===== src/rtl/switch_conditioner.sv =====
// -----------------------------------------------------------------------------
// switch_conditioner
//
// Conditions raw board slide switches before they reach the downstream lab
// logic. Each bit goes through a two-flop synchroniser, then a stability
// counter that only accepts a new level after it has persisted for
// DEBOUNCE_CYCLES consecutive edges. The accepted level is registered and
// paired with one-cycle rise/fall pulses.
//
// Parameters:
//   WIDTH            number of switch bits (default 8)
//   DEBOUNCE_CYCLES  edges a changed level must persist, 2..65535 (default 16)
//
// Ports:
//   clk        in   system clock, rising edge
//   rst        in   asynchronous active-high reset
//   sw_raw     in   raw bouncy switch levels (asynchronous)
//   sw_clean   out  debounced levels
//   sw_rise    out  one-cycle pulse on sw_clean 0->1, per bit
//   sw_fall    out  one-cycle pulse on sw_clean 1->0, per bit
//   sw_toggle  out  push-on/push-off state per bit (optional feature)
//   busy       out  high while any debounce counter is nonzero
//
// Optional feature macro: SWCOND_TOGGLE_EN
//   defined     -> sw_toggle[i] inverts whenever sw_rise[i] is high
//   not defined -> sw_toggle is constant zero, no toggle registers built
// -----------------------------------------------------------------------------
module switch_conditioner #(
  parameter int WIDTH           = 8,
  parameter int DEBOUNCE_CYCLES = 16
) (
  input  logic             clk,
  input  logic             rst,
  input  logic [WIDTH-1:0] sw_raw,
  output logic [WIDTH-1:0] sw_clean,
  output logic [WIDTH-1:0] sw_rise,
  output logic [WIDTH-1:0] sw_fall,
  output logic [WIDTH-1:0] sw_toggle,
  output logic             busy
);

  localparam int CNT_W = $clog2(DEBOUNCE_CYCLES + 1);
  // Counter value on which a persisting change is accepted.
  localparam logic [CNT_W-1:0] CNT_LAST = CNT_W'(DEBOUNCE_CYCLES - 1);
  localparam logic [CNT_W-1:0] CNT_ONE  = CNT_W'(1);
  localparam logic [CNT_W-1:0] CNT_ZERO = CNT_W'(0);

  logic [WIDTH-1:0]            sync1_q;
  logic [WIDTH-1:0]            sync2_q;
  logic [WIDTH-1:0]            clean_q;
  logic [WIDTH-1:0]            clean_d;
  logic [WIDTH-1:0]            rise_q;
  logic [WIDTH-1:0]            rise_d;
  logic [WIDTH-1:0]            fall_q;
  logic [WIDTH-1:0]            fall_d;
  logic [WIDTH-1:0][CNT_W-1:0] cnt_q;
  logic [WIDTH-1:0][CNT_W-1:0] cnt_d;
  logic [WIDTH-1:0]            cnt_nz;

  // Per-bit debounce decision: a differing level counts up, a matching level
  // (including a bounce back) clears the count, and the last count accepts.
  always_comb begin
    clean_d = clean_q;
    rise_d  = {WIDTH{1'b0}};
    fall_d  = {WIDTH{1'b0}};
    cnt_d   = cnt_q;
    cnt_nz  = {WIDTH{1'b0}};
    for (int i = 0; i < WIDTH; i++) begin
      cnt_nz[i] = (cnt_q[i] != CNT_ZERO);
      if (sync2_q[i] == clean_q[i]) begin
        cnt_d[i] = CNT_ZERO;
      end else if (cnt_q[i] == CNT_LAST) begin
        cnt_d[i]   = CNT_ZERO;
        clean_d[i] = sync2_q[i];
        rise_d[i]  = sync2_q[i];
        fall_d[i]  = ~sync2_q[i];
      end else begin
        cnt_d[i] = cnt_q[i] + CNT_ONE;
      end
    end
  end

  // Synchroniser, counters, clean level and edge pulses.
  always_ff @(posedge clk or posedge rst) begin
    if (rst) begin
      sync1_q <= {WIDTH{1'b0}};
      sync2_q <= {WIDTH{1'b0}};
      clean_q <= {WIDTH{1'b0}};
      rise_q  <= {WIDTH{1'b0}};
      fall_q  <= {WIDTH{1'b0}};
      cnt_q   <= '{default: CNT_ZERO};
    end else begin
      sync1_q <= sw_raw;
      sync2_q <= sync1_q;
      clean_q <= clean_d;
      rise_q  <= rise_d;
      fall_q  <= fall_d;
      cnt_q   <= cnt_d;
    end
  end

`ifdef SWCOND_TOGGLE_EN
  logic [WIDTH-1:0] toggle_q;

  // Push-on/push-off: flip on every edge that sees a rise pulse.
  always_ff @(posedge clk or posedge rst) begin
    if (rst) begin
      toggle_q <= {WIDTH{1'b0}};
    end else begin
      toggle_q <= toggle_q ^ rise_q;
    end
  end

  assign sw_toggle = toggle_q;
`else
  assign sw_toggle = {WIDTH{1'b0}};
`endif

  assign sw_clean = clean_q;
  assign sw_rise  = rise_q;
  assign sw_fall  = fall_q;
  assign busy     = |cnt_nz;

endmodule


===== config.mk =====
export PLATFORM = sky130hd
export DESIGN_NAME = switch_conditioner
export DESIGN_NICKNAME = d
export VERILOG_FILES = /design/src/rtl/switch_conditioner.sv
export SDC_FILE = /design/constraint.sdc
export NUM_CORES = 1
export LEC_CHECK = 0
export CORE_ASPECT_RATIO = 1.2
export CORE_MARGIN = 2
export CORE_UTILIZATION = 39
export DETAILED_ROUTE_END_ITERATION = 10
export PLACE_DENSITY_LB_ADDON = 0.2
export SETUP_SLACK_MARGIN = 0.05
export SLEW_MARGIN = 20
export SYNTH_ARGS = -nofsm -noshare
export SYNTH_HDL_FRONTEND = slang
export SYNTH_SLANG_ARGS = --single-unit

===== constraint.sdc =====
create_clock -name clk -period 4.07 [get_ports clk]
set_input_delay 0.407 -clock clk [delete_from_list [all_inputs] [get_ports clk]]
set_output_delay 0.407 -clock clk [all_outputs]
set_load 0.01 [all_outputs]

Yosys cells after proc, flatten, opt, wreduce, memory -nomap -nowiden --
Index checks and enable logic that the tools add are counted.
Storage, ports and cells: flip-flop bits (word level) 80, input port bits 10, output and inout port bits 33, logic and storage cells 125
Cells by class: $add $sub $neg 8, equality and inequality tests 16, multiplexer cells 48, bitwise logic cells 16, reductions and logical operators 17
Operators by type and width (number):
- $mux W5 | 16
- $add A5 B1 Y5 const B | 8
- $eq A5 B4 Y1 const B | 8
- $reduce_bool A5 Y1 | 8
- $mux W1 | 32
- $not A1 Y1 | 16
- $reduce_and A2 Y1 | 8
- $eq A1 B1 Y1 | 8
- $reduce_or A8 Y1 | 1

Depth between registers and ports, before layout --
Gate-level depths: netlist of the first run.
word-level depth 3, mapped depth 5

Worst setup path after synthesis of the first run --
No wires, ideal clock.
kind register to output, start point reg cnt_q[35] in the netlist's numbering, end point out busy, arrival 1.228 ns, required time 3.663 ns, path slack 2.435 ns, stages on the path, launching flop included 6, path through dfrtp_1 -> inv_1 -> ha_1 -> nor4b_1 -> nand4_1 -> or3_1
On the way: longest elaborated chain between the ends 2
Ends and longest elaborated chain:
- from (decl) | RTL line 56 | logic [WIDTH-1:0][CNT_W-1:0] cnt_q;
- from (signal assigned) | RTL line 98 | cnt_q <= cnt_d;
- $reduce_bool A5 Y1 | RTL line 69 | cnt_nz[i] = (cnt_q[i] != CNT_ZERO);
- $reduce_or A8 Y1 | RTL line 122 | assign busy = |cnt_nz;
- to (decl) | RTL line 39 | output logic busy
Every way passes these cells.

Final worst setup path of the first run --
Ends and elaborated chain as after synthesis.

==> results.sh, run 1 <==
export IMPL_critPathMaxFanout=4
export IMPL_internal_power_mw=1.142
export IMPL_final_antenna_net_count=0
export IMPL_reg2reg_slack_ns=2.71
export IMPL_fin_crit_ns=2.569
export IMPL_place_ws_ns=1.865
export IMPL_r2r_cells=3
export IMPL_synthTopCellsByArea="dfrtp_1 (62%), xor2_1 (6.5%), ha_1 (6.2%)"
export IMPL_syn_mean_instance_area_um2=12.72
export IMPL_drt_iter0_markers=84
export IMPL_cts_resized=0
export IMPL_num_io_pins=43
export IMPL_crit_chain="inv_1 > ha_1 > nor4b_1 > nand4_1 > or3_1 > clkdlybuf4s50_1"
export IMPL_synth_cell_types=22
export IMPL_hold_violations=0
export IMPL_finalSetupViolCount=0
export IMPL_min_from="sync1_q[0]$_DFF_PP0_"
export IMPL_holdPathStages=0
export IMPL_r2r_start="cnt_q[10]$_DFF_PP0_"
export IMPL_port_buffer_count=34
export IMPL_rsz0062_at_grt="no"
export IMPL_critPathLaunch="cnt_q[35]$_DFF_PP0_"
export IMPL_irDropWorstVdd_mv=0.1392
export IMPL_netlist_area_um2=3231
export IMPL_die_area_um2=9031
export IMPL_period_share=0.6311
export IMPL_cts_hold_buf=0
export IMPL_grt_pass1_vias=1834
export IMPL_power_mw=1.503
export IMPL_clk_pin_slew_worst_paths_ns=0.08
export IMPL_hold_path_class="flip-flop to flip-flop"
export IMPL_drv_slew=0
export IMPL_maxCapViolCount=0
export IMPL_synth_top_area_frac=0.6197
export IMPL_die_w_um=87.09
export IMPL_cts_sinks=80
export IMPL_root_buffer="clkbuf_8"
export IMPL_p_leak_nw=1.879
export IMPL_crit_path_max_incr_delay_ns=0.49
export IMPL_wl_met1_mm=2.204
export IMPL_cts_setup_buffers=0
export IMPL_met2_length_mm=2.490
export IMPL_areaGrowthSynthToFinish_pct=19.36
export IMPL_layout_commonest_cell="dfrtp_1"
export IMPL_drt_pass1_iter_count=4
export IMPL_power_density_nw_per_um2=389.7
export IMPL_reg2reg_to="sw_clean[2]$_DFFE_PP0P_"
export IMPL_fin_ws_ns=1.501
export IMPL_dp_hpwl_mm=3.411
export IMPL_core_um2=8063
export IMPL_n_fill_cell=712
export IMPL_synth_cells=254
export IMPL_grt_overflow=0
export IMPL_top_layer_used="met4"
export IMPL_insertion_delay_ns=0.35
export IMPL_htree_levels=3
export IMPL_drive_gt1_frac=0.09211
export IMPL_final_nets=325
export IMPL_max_freq_ghz=0.3893
export IMPL_switchingPower_uw=360.8
export IMPL_grt_pass1_wl_mm=8.190
export IMPL_gp_congestion=0.7508
export IMPL_power_frac_seq=0.564
export IMPL_cts_tree="built"
export IMPL_fin_tns_setup_ns=0
export IMPL_routed_wl_mm=4.945
export IMPL_ys_seq_elements=80
export IMPL_layout_common_cells="dfrtp_1 (80), clkdlybuf4s50_1 (34), xor2_1 (24)"
export IMPL_rows=36
export IMPL_dr_wl_met3_um=163
export IMPL_cp_end_kind="primary output"
export IMPL_cts_buffers=9
export IMPL_die_h_um=103.7
export IMPL_seq_area_frac_synth=0.6197
export IMPL_vias_per_cell=4.807
export IMPL_antenna_cells=0
export IMPL_critPathRequiredTime_ns=3.66
export IMPL_combPwrFrac=0.059
export IMPL_maxSlewHeadroom=0.6350
export IMPL_slowest_stage="clkdlybuf4s50_1"
export IMPL_vias=1918
export IMPL_p_sw_frac=0.2400
export IMPL_status="finished clean"
export IMPL_finClkSkew_ns=0.004745
export IMPL_start_kind="flip-flop"
export IMPL_drc=0
export IMPL_worst_pin_slew_ns=0.5475
export IMPL_grt_use_total=0.1166
export IMPL_initial_core_util=0.4007
export IMPL_synth_top_cell_by_area="dfrtp_1"
export IMPL_wl_per_cell_um=12.39
export IMPL_grt_max_degree=65
export IMPL_hold_path_end="sync2_q[0]$_DFF_PP0_"
export IMPL_synth_warning_count=0
export IMPL_worstPathArrival_ns=2.16
export IMPL_critPathKind="flip-flop to primary output"
export IMPL_antenna_found_initial=0
export IMPL_p_clk_frac=0.377
export IMPL_clockBufferDepth=2
## through the flow
stage	util	std cells	area, um^2	hold slack [ns]
global route	0.4783	399	3856	0.3470
floorplan	-	261	3257	0.3312
global placement	0.4545	383	3665	0.3322
CTS	0.4783	399	3856	0.3460
detailed placement	0.4550	383	3669	0.3347
finish	0.4783	399	3856	0.3452
## final cells by class
class	instances	area (um^2)	area share
Inverter	17	68.82	0.01785
Clock buffer	10	127.6	0.03310
Sequential cell	80	2002	0.5191
Tap cell	95	118.9	0.03082
Clock inverter	6	60.06	0.01557
Timing Repair Buffer	35	347.8	0.09020
Multi-Input combinational cell	156	1131	0.2933
## Yosys cell counts
cell type and instances:
and2_1 9, nor4b_2 2, ha_1 16, nor4b_1 1
or3_1 1, xor2_1 24, nand2_1 17, nor4_2 1
buf_4 8, a31oi_1 8, nand4_1 2, and4b_1 1
nor3b_1 16, nor2_1 17, nand4b_1 8, inv_1 17
dfrtp_1 80, conb_1 1, and3_1 7, nand3_1 8
nor4_1 2, mux2_2 8
## routing by layer
layer	vias to the layer above	track usage
li1	925	-
met3	9	0.03426
met2	25	0.1838
met4	0	0.06362
met1	959	0.1411
met5	-	0
## worst max-delay path, delay by kind of cell (launching register included)
kind | cells | cell delay, ns
DFF | 1 | 0.41
buffers and inverters | 2 | 0.56
and+or+nand+nor | 3 | 0.71
adders and majority gates | 1 | 0.14
## worst max-delay path by stage
| stage | endpoint | slack, ns | cells after the start |
|---|---|---|---|
| floorplan | cnt_q[0]$_DFF_PP0_ | 1.61 | 1 |
| CTS | busy | 1.46 | 6 |
| finish | busy | 1.50 | 6 |
| detailed placement | busy | 1.86 | 6 |
| global route | busy | 1.36 | 6 |
| global placement | busy | 1.89 | 6 |
## logic make-up (layout without fill, tap and decap cells)
group,Yosys count,after routing,share of synthesized area
AO/OA/AOI/OAI,8,8,0.01549
buffers and inverters,25,68,0.03834
multiplexers,8,8,0.02789
XOR/XNOR,24,24,0.06507
flip-flops,80,80,0.6197
AND/OR/NAND/NOR,92,92,0.1704
adder cells (fa/ha/maj),16,16,0.06197
other,1,8,0.001161
## power groups by stage
stage | Clock [mW] | Combinational, mW | Sequential (mW)
floorplan | 0 | 0.0698 | 0.857
global placement | 0 | 0.0915 | 0.863
detailed placement | 0 | 0.0917 | 0.864
CTS | 0.583 | 0.0928 | 0.848
global route | 0.621 | 0.105 | 0.852
finish | 0.566 | 0.0890 | 0.848
## registers in the layout (all words and copies together) (netlist names)
name,cells
sw_rise,8
sw_clean,8
sync1_q,8
sw_fall,8
sync2_q,8
cnt_q,40
Power figures use the tool's default switching activity.
==> run 2, diff against run 1 <==
==> constraint.sdc (replaced) <==
create_clock -name clk -period 2.5 [get_ports clk]
set_input_delay 0.25 -clock clk [delete_from_list [all_inputs] [get_ports clk]]
set_output_delay 0.25 -clock clk [all_outputs]
set_load 0.01 [all_outputs]
==> results.sh, run 2 (same netlist as run 1, synthesis figures left out) <==
export IMPL_dp_cells=384
export IMPL_r2r_cells=3
export IMPL_antenna_cells=0
export IMPL_root_buffer="clkbuf_8"
export IMPL_period_share=0.8208
export IMPL_grt_pass1_vias=2008
export IMPL_finalSetupViolCount=0
export IMPL_wl_per_cell_um=12.44
export IMPL_cts_setup_buffers=0
export IMPL_grt_use_total=0.1236
export IMPL_r2r_start="cnt_q[10]$_DFF_PP0_"
export IMPL_worstPathArrival_ns=1.80
export IMPL_power_density_nw_per_um2=630.4
export IMPL_cts_sinks=80
export IMPL_drt_pass1_iter_count=4
export IMPL_power_mw=2.447
export IMPL_top_register="cnt_q"
export IMPL_dp_hpwl_mm=3.450
export IMPL_htree_levels=3
export IMPL_p_leak_nw=1.891
export IMPL_areaGrowthSynthToFinish_pct=20.14
export IMPL_core_um2=8063
export IMPL_clk_pin_slew_worst_paths_ns=0.08
export IMPL_rows=36
export IMPL_gp_congestion=0.7450
export IMPL_final_nets=326
export IMPL_grt_pass1_wl_mm=8.735
export IMPL_finClkSkew_ns=0.01104
export IMPL_antenna_found_initial=0
export IMPL_layout_common_cells="dfrtp_1 (80), clkdlybuf4s50_1 (33), xor2_1 (24)"
export IMPL_vias_per_cell=4.810
export IMPL_grt_overflow=0
export IMPL_start_kind="flip-flop"
export IMPL_num_io_pins=43
export IMPL_hold_path_class="primary input to async pin"
export IMPL_port_buffer_count=34
export IMPL_slowest_stage="dfrtp_1"
export IMPL_n_fill_cell=702
export IMPL_drt_iter0_markers=62
export IMPL_initial_core_util=0.4007
export IMPL_rsz0062_at_grt="no"
export IMPL_status="finished clean"
export IMPL_grt_max_degree=44
export IMPL_critPathRequiredTime_ns=2.25
export IMPL_cp_end_kind="primary output"
export IMPL_maxCapViolCount=0
export IMPL_fin_crit_ns=2.052
export IMPL_routed_wl_mm=4.963
export IMPL_final_antenna_net_count=0
export IMPL_clockBufferDepth=2
export IMPL_crit_family="simple AND/OR/NAND/NOR gates"
export IMPL_irDropWorstVdd_mv=0.2291
export IMPL_cp_num_buf_inv=2
export IMPL_drc=0
export IMPL_layout_commonest_cell="dfrtp_1"
export IMPL_critPathMaxFanout=4
export IMPL_die_h_um=103.7
export IMPL_crit_chain="inv_1 > ha_1 > nor4b_2 > nand4_1 > or3_1 > dlymetal6s2s_1"
export IMPL_insertion_delay_ns=0.35
export IMPL_drive_gt1_frac=0.09211
export IMPL_vias=1919
export IMPL_reg2reg_slack_ns=1.14
export IMPL_final_cells=399
export IMPL_cts_buffers=9
export IMPL_crit_path_max_incr_delay_ns=0.41
export IMPL_reg2reg_to="sw_clean[2]$_DFFE_PP0P_"
export IMPL_hold_violations=0
export IMPL_fin_tns_setup_ns=0
export IMPL_largest_reg_flops=40
export IMPL_drv_slew=0
export IMPL_critPathKind="flip-flop to primary output"
export IMPL_die_area_um2=9031
export IMPL_max_freq_ghz=0.4873
export IMPL_die_w_um=87.09
export IMPL_cts_tree="built"
run 2: cell types whose count changed in the layout (fill, tap and decap cells not counted), sizes merged:
cell           previous run  this run
buf                       1         2
clkbuf                   10        12
clkdlybuf4s50            34        33
clkinv                    4         2
clkinvlp                  2         1
dlymetal6s2s              0         1
run 2: where the power goes:
part           leakage [nW]  switching (mW)  internal (mW)
Clock                0.0925           0.434          0.483
Combinational         0.738          0.0799         0.0695
Sequential             1.06          0.0430           1.34
Total                  1.89           0.557           1.89
run 2: layout make-up:
class                   count  area, um^2  share of cell area
flip-flops and latches     80        2002              0.5158
clock inverters             3       42.54             0.01096
repair buffers             36       370.4             0.09542
clock buffers              12       145.1             0.03740
multi-input cells         156        1137              0.2930
well taps                  95       118.9             0.03063
inverters                  17       65.06             0.01676
run 2: worst max path at each step:
| stage | start | endpoint | slack [ns] | cells after the start |
|---|---|---|---|---|
| CTS | cnt_q[35]$_DFF_PP0_ | busy | 0.11 | 6 |
| global placement | cnt_q[35]$_DFF_PP0_ | busy | 0.46 | 6 |
| global route | cnt_q[30]$_DFF_PP0_ | busy | 0.33 | 6 |
| floorplan | rst | cnt_q[0]$_DFF_PP0_ | 0.20 | 1 |
| detailed placement | cnt_q[35]$_DFF_PP0_ | busy | 0.42 | 6 |
| finish | cnt_q[35]$_DFF_PP0_ | busy | 0.45 | 6 |
run 2: through the flow:
stage	util	hold WS (ns)	setup WS [ns]	area, um^2
2_1_floorplan	-	0.2814	0.1983	3257
3_3_place_gp	0.4570	0.3315	0.4600	3685
3_5_place_dp	0.4570	0.3347	0.4197	3685
4_1_cts	0.4811	0.1219	0.1053	3879
5_1_grt	0.4814	0.1441	0.3340	3881
6_report	0.4814	0.1296	0.4479	3881
run 2: routing by layer:
layer	track usage	wire length [um]	vias up
met5	0	0	-
met1	0.1455	2155	952
li1	-	-	931
met2	0.2001	2555	26
met3	0.03028	150	10
met4	0.07366	102	0
run 2: what timing repair did:
| action | 4_1_cts | 5_1_grt |
|---|---|---|
| hold buffers | 0 | 0 |
| cloned | 0 | 0 |
| gates resized for setup | 1 | 1 |
| hold endpoints to repair | 0 | 0 |
| setup endpoints to repair | 1 | 1 |
run 2: worst register-to-register path, stage by stage, from the launching register on:
cell and delay, ns:
dfrtp_1 0.41, ha_1 0.24, nand4b_1 0.23, mux2_2 0.37
==> run 3, diff against run 2 <==
==> constraint.sdc (replaced) <==
create_clock -name clk -period 1.8 [get_ports clk]
set_input_delay 0.18 -clock clk [delete_from_list [all_inputs] [get_ports clk]]
set_output_delay 0.18 -clock clk [all_outputs]
set_load 0.01 [all_outputs]
==> results.sh, run 3 (same netlist as run 1, synthesis figures left out) <==
export IMPL_status="complete, but fails checks"
export IMPL_violations="negative setup slack"
export IMPL_root_buffer="clkbuf_8"
export IMPL_drt_pass1_iter_count=4
export IMPL_reg2reg_to="sw_clean[7]$_DFFE_PP0P_"
export IMPL_clk_pin_slew_worst_paths_ns=0.08
export IMPL_drt_iter0_markers=34
export IMPL_drc=0
export IMPL_cts_sinks=80
export IMPL_irDropWorstVdd_mv=0.4170
export IMPL_gp_congestion=0.8028
export IMPL_worstPathArrival_ns=1.71
export IMPL_wl_per_cell_um=12.15
export IMPL_layout_commonest_cell="dfrtp_1"
export IMPL_hold_violations=0
export IMPL_grt_pass1_wl_mm=9.356
export IMPL_n_fill_cell=722
export IMPL_power_density_nw_per_um2=814.7
export IMPL_die_h_um=103.7
export IMPL_die_w_um=87.09
export IMPL_cp_num_buf_inv=2
export IMPL_drv_slew=0
export IMPL_p_leak_nw=2.088
export IMPL_hold_path_class="primary input to async pin"
export IMPL_clockBufferDepth=2
export IMPL_grt_pass1_vias=2132
export IMPL_initial_core_util=0.4007
export IMPL_port_buffer_count=34
export IMPL_die_area_um2=9031
export IMPL_grt_overflow=0
export IMPL_hold_slack_ns=0.1928
export IMPL_vias=2032
export IMPL_final_nets=363
export IMPL_layout_common_cells="dfrtp_1 (80), buf_4 (37), clkdlybuf4s50_1 (33)"
export IMPL_critPathLaunch="cnt_q[6]$_DFF_PP0_"
export IMPL_start_kind="flip-flop"
export IMPL_grt_max_degree=28
export IMPL_dp_hpwl_mm=3.946
export IMPL_finClkSkew_ns=0.007672
export IMPL_htree_levels=3
export IMPL_drive_gt1_frac=0.2047
export IMPL_finalSetupViolCount=1
export IMPL_place_ws_ns=-0.1184
export IMPL_cp_end_kind="primary output"
export IMPL_fin_ws_ns=-0.09361
export IMPL_insertion_delay_ns=0.35
export IMPL_final_antenna_net_count=0
export IMPL_critPathRequiredTime_ns=1.62
export IMPL_cts_tree="built"
export IMPL_r2r_cells=5
export IMPL_routed_wl_mm=5.308
export IMPL_crit_family="simple AND/OR/NAND/NOR gates"
export IMPL_areaGrowthSynthToFinish_pct=29.12
export IMPL_num_io_pins=43
export IMPL_crit_path_max_incr_delay_ns=0.39
export IMPL_core_um2=8063
export IMPL_antenna_found_initial=0
export IMPL_top_register="cnt_q"
export IMPL_period_share=1.052
export IMPL_slowest_stage="dfrtp_1"
export IMPL_antenna_cells=0
export IMPL_reg2reg_slack_ns=0.34
export IMPL_crit_chain="inv_1 > ha_1 > and4b_1 > nand4_1 > or3_1 > buf_2"
export IMPL_grt_use_total=0.1312
export IMPL_maxCapViolCount=0
export IMPL_critPathMaxFanout=2
export IMPL_cts_buffers=9
export IMPL_critPathKind="flip-flop to primary output"
export IMPL_max_freq_ghz=0.5281
export IMPL_worstSetupEndpoint="busy"
export IMPL_rsz0062_at_grt="yes"
export IMPL_cp_num_cells=6
export IMPL_vias_per_cell=4.650
export IMPL_rows=36
export IMPL_fin_crit_ns=1.894
export IMPL_largest_reg_flops=40
export IMPL_r2r_start="cnt_q[35]$_DFF_PP0_"
run 3: final cells by class:
type	count	area (um^2)	area share
tap	95	118.9	0.02849
timing repair buffer	73	653.1	0.1566
clock buffer	10	137.6	0.03299
multi-input combinational	156	1149	0.2753
sequential	80	2002	0.4799
inverter	17	67.56	0.01620
clock inverter	6	43.79	0.01050
run 3: stage by stage:
step / std cells / TNS [ns] / util / power (mW) / area, um^2
after global placement: 420 / -0.1213 / 0.4924 / 2.221 / 3970
after floorplan: 261 / 0 / - / 2.097 / 3261
after detailed placement: 420 / -0.1184 / 0.4924 / 2.229 / 3970
final: 437 / -0.09361 / 0.5174 / 3.399 / 4172
after CTS: 436 / -0.1382 / 0.5164 / 3.460 / 4164
after global routing: 437 / -0.2316 / 0.5174 / 3.583 / 4172
run 3: routing by layer:
layer,global-route usage,share of wire,vias to the layer above
met3,0.04223,0.031,5
met5,0,0,-
met4,0.05022,0.011,0
li1,-,-,1003
met2,0.2225,0.53,22
met1,0.1515,0.42,1002
run 3: worst reg2reg max path: cells and delay by family, from the launching register on:
family / cells / cell delay [ns]
fa+ha+maj: 1 / 0.22
buf+inv: 2 / 0.26
flops: 1 / 0.39
mux: 1 / 0.35
simple gates: 1 / 0.14
run 3: worst min path at each step:
stage	cells after the start	to	start	slack [ns]
6_report	2	sw_fall[0]$_DFF_PP0_	rst	0.19
5_1_grt	2	sync1_q[0]$_DFF_PP0_	rst	0.23
4_1_cts	2	sw_fall[0]$_DFF_PP0_	rst	0.19
3_5_place_dp	0	sync2_q[0]$_DFF_PP0_	sync1_q[0]$_DFF_PP0_	0.34
3_3_place_gp	0	sync2_q[4]$_DFF_PP0_	sync1_q[4]$_DFF_PP0_	0.33
2_1_floorplan	0	sync1_q[0]$_DFF_PP0_	sw_raw[0]	0.21
run 3: where the power goes:
group          switching [mW]  internal, mW
sequential             0.0384          1.86
clock                   0.663         0.543
combinational           0.145         0.152
total                   0.846          2.55
run 3: what timing repair did:
| item | in CTS | in global routing |
|---|---|---|
| endpoints found under the setup margin | 1 | 1 |
| hold buffers | 0 | 0 |
| setup buffers | 0 | 1 |
| pin swaps | 3 | 1 |
| gates cloned | 0 | 0 |
| gates resized for setup | 7 | 0 |
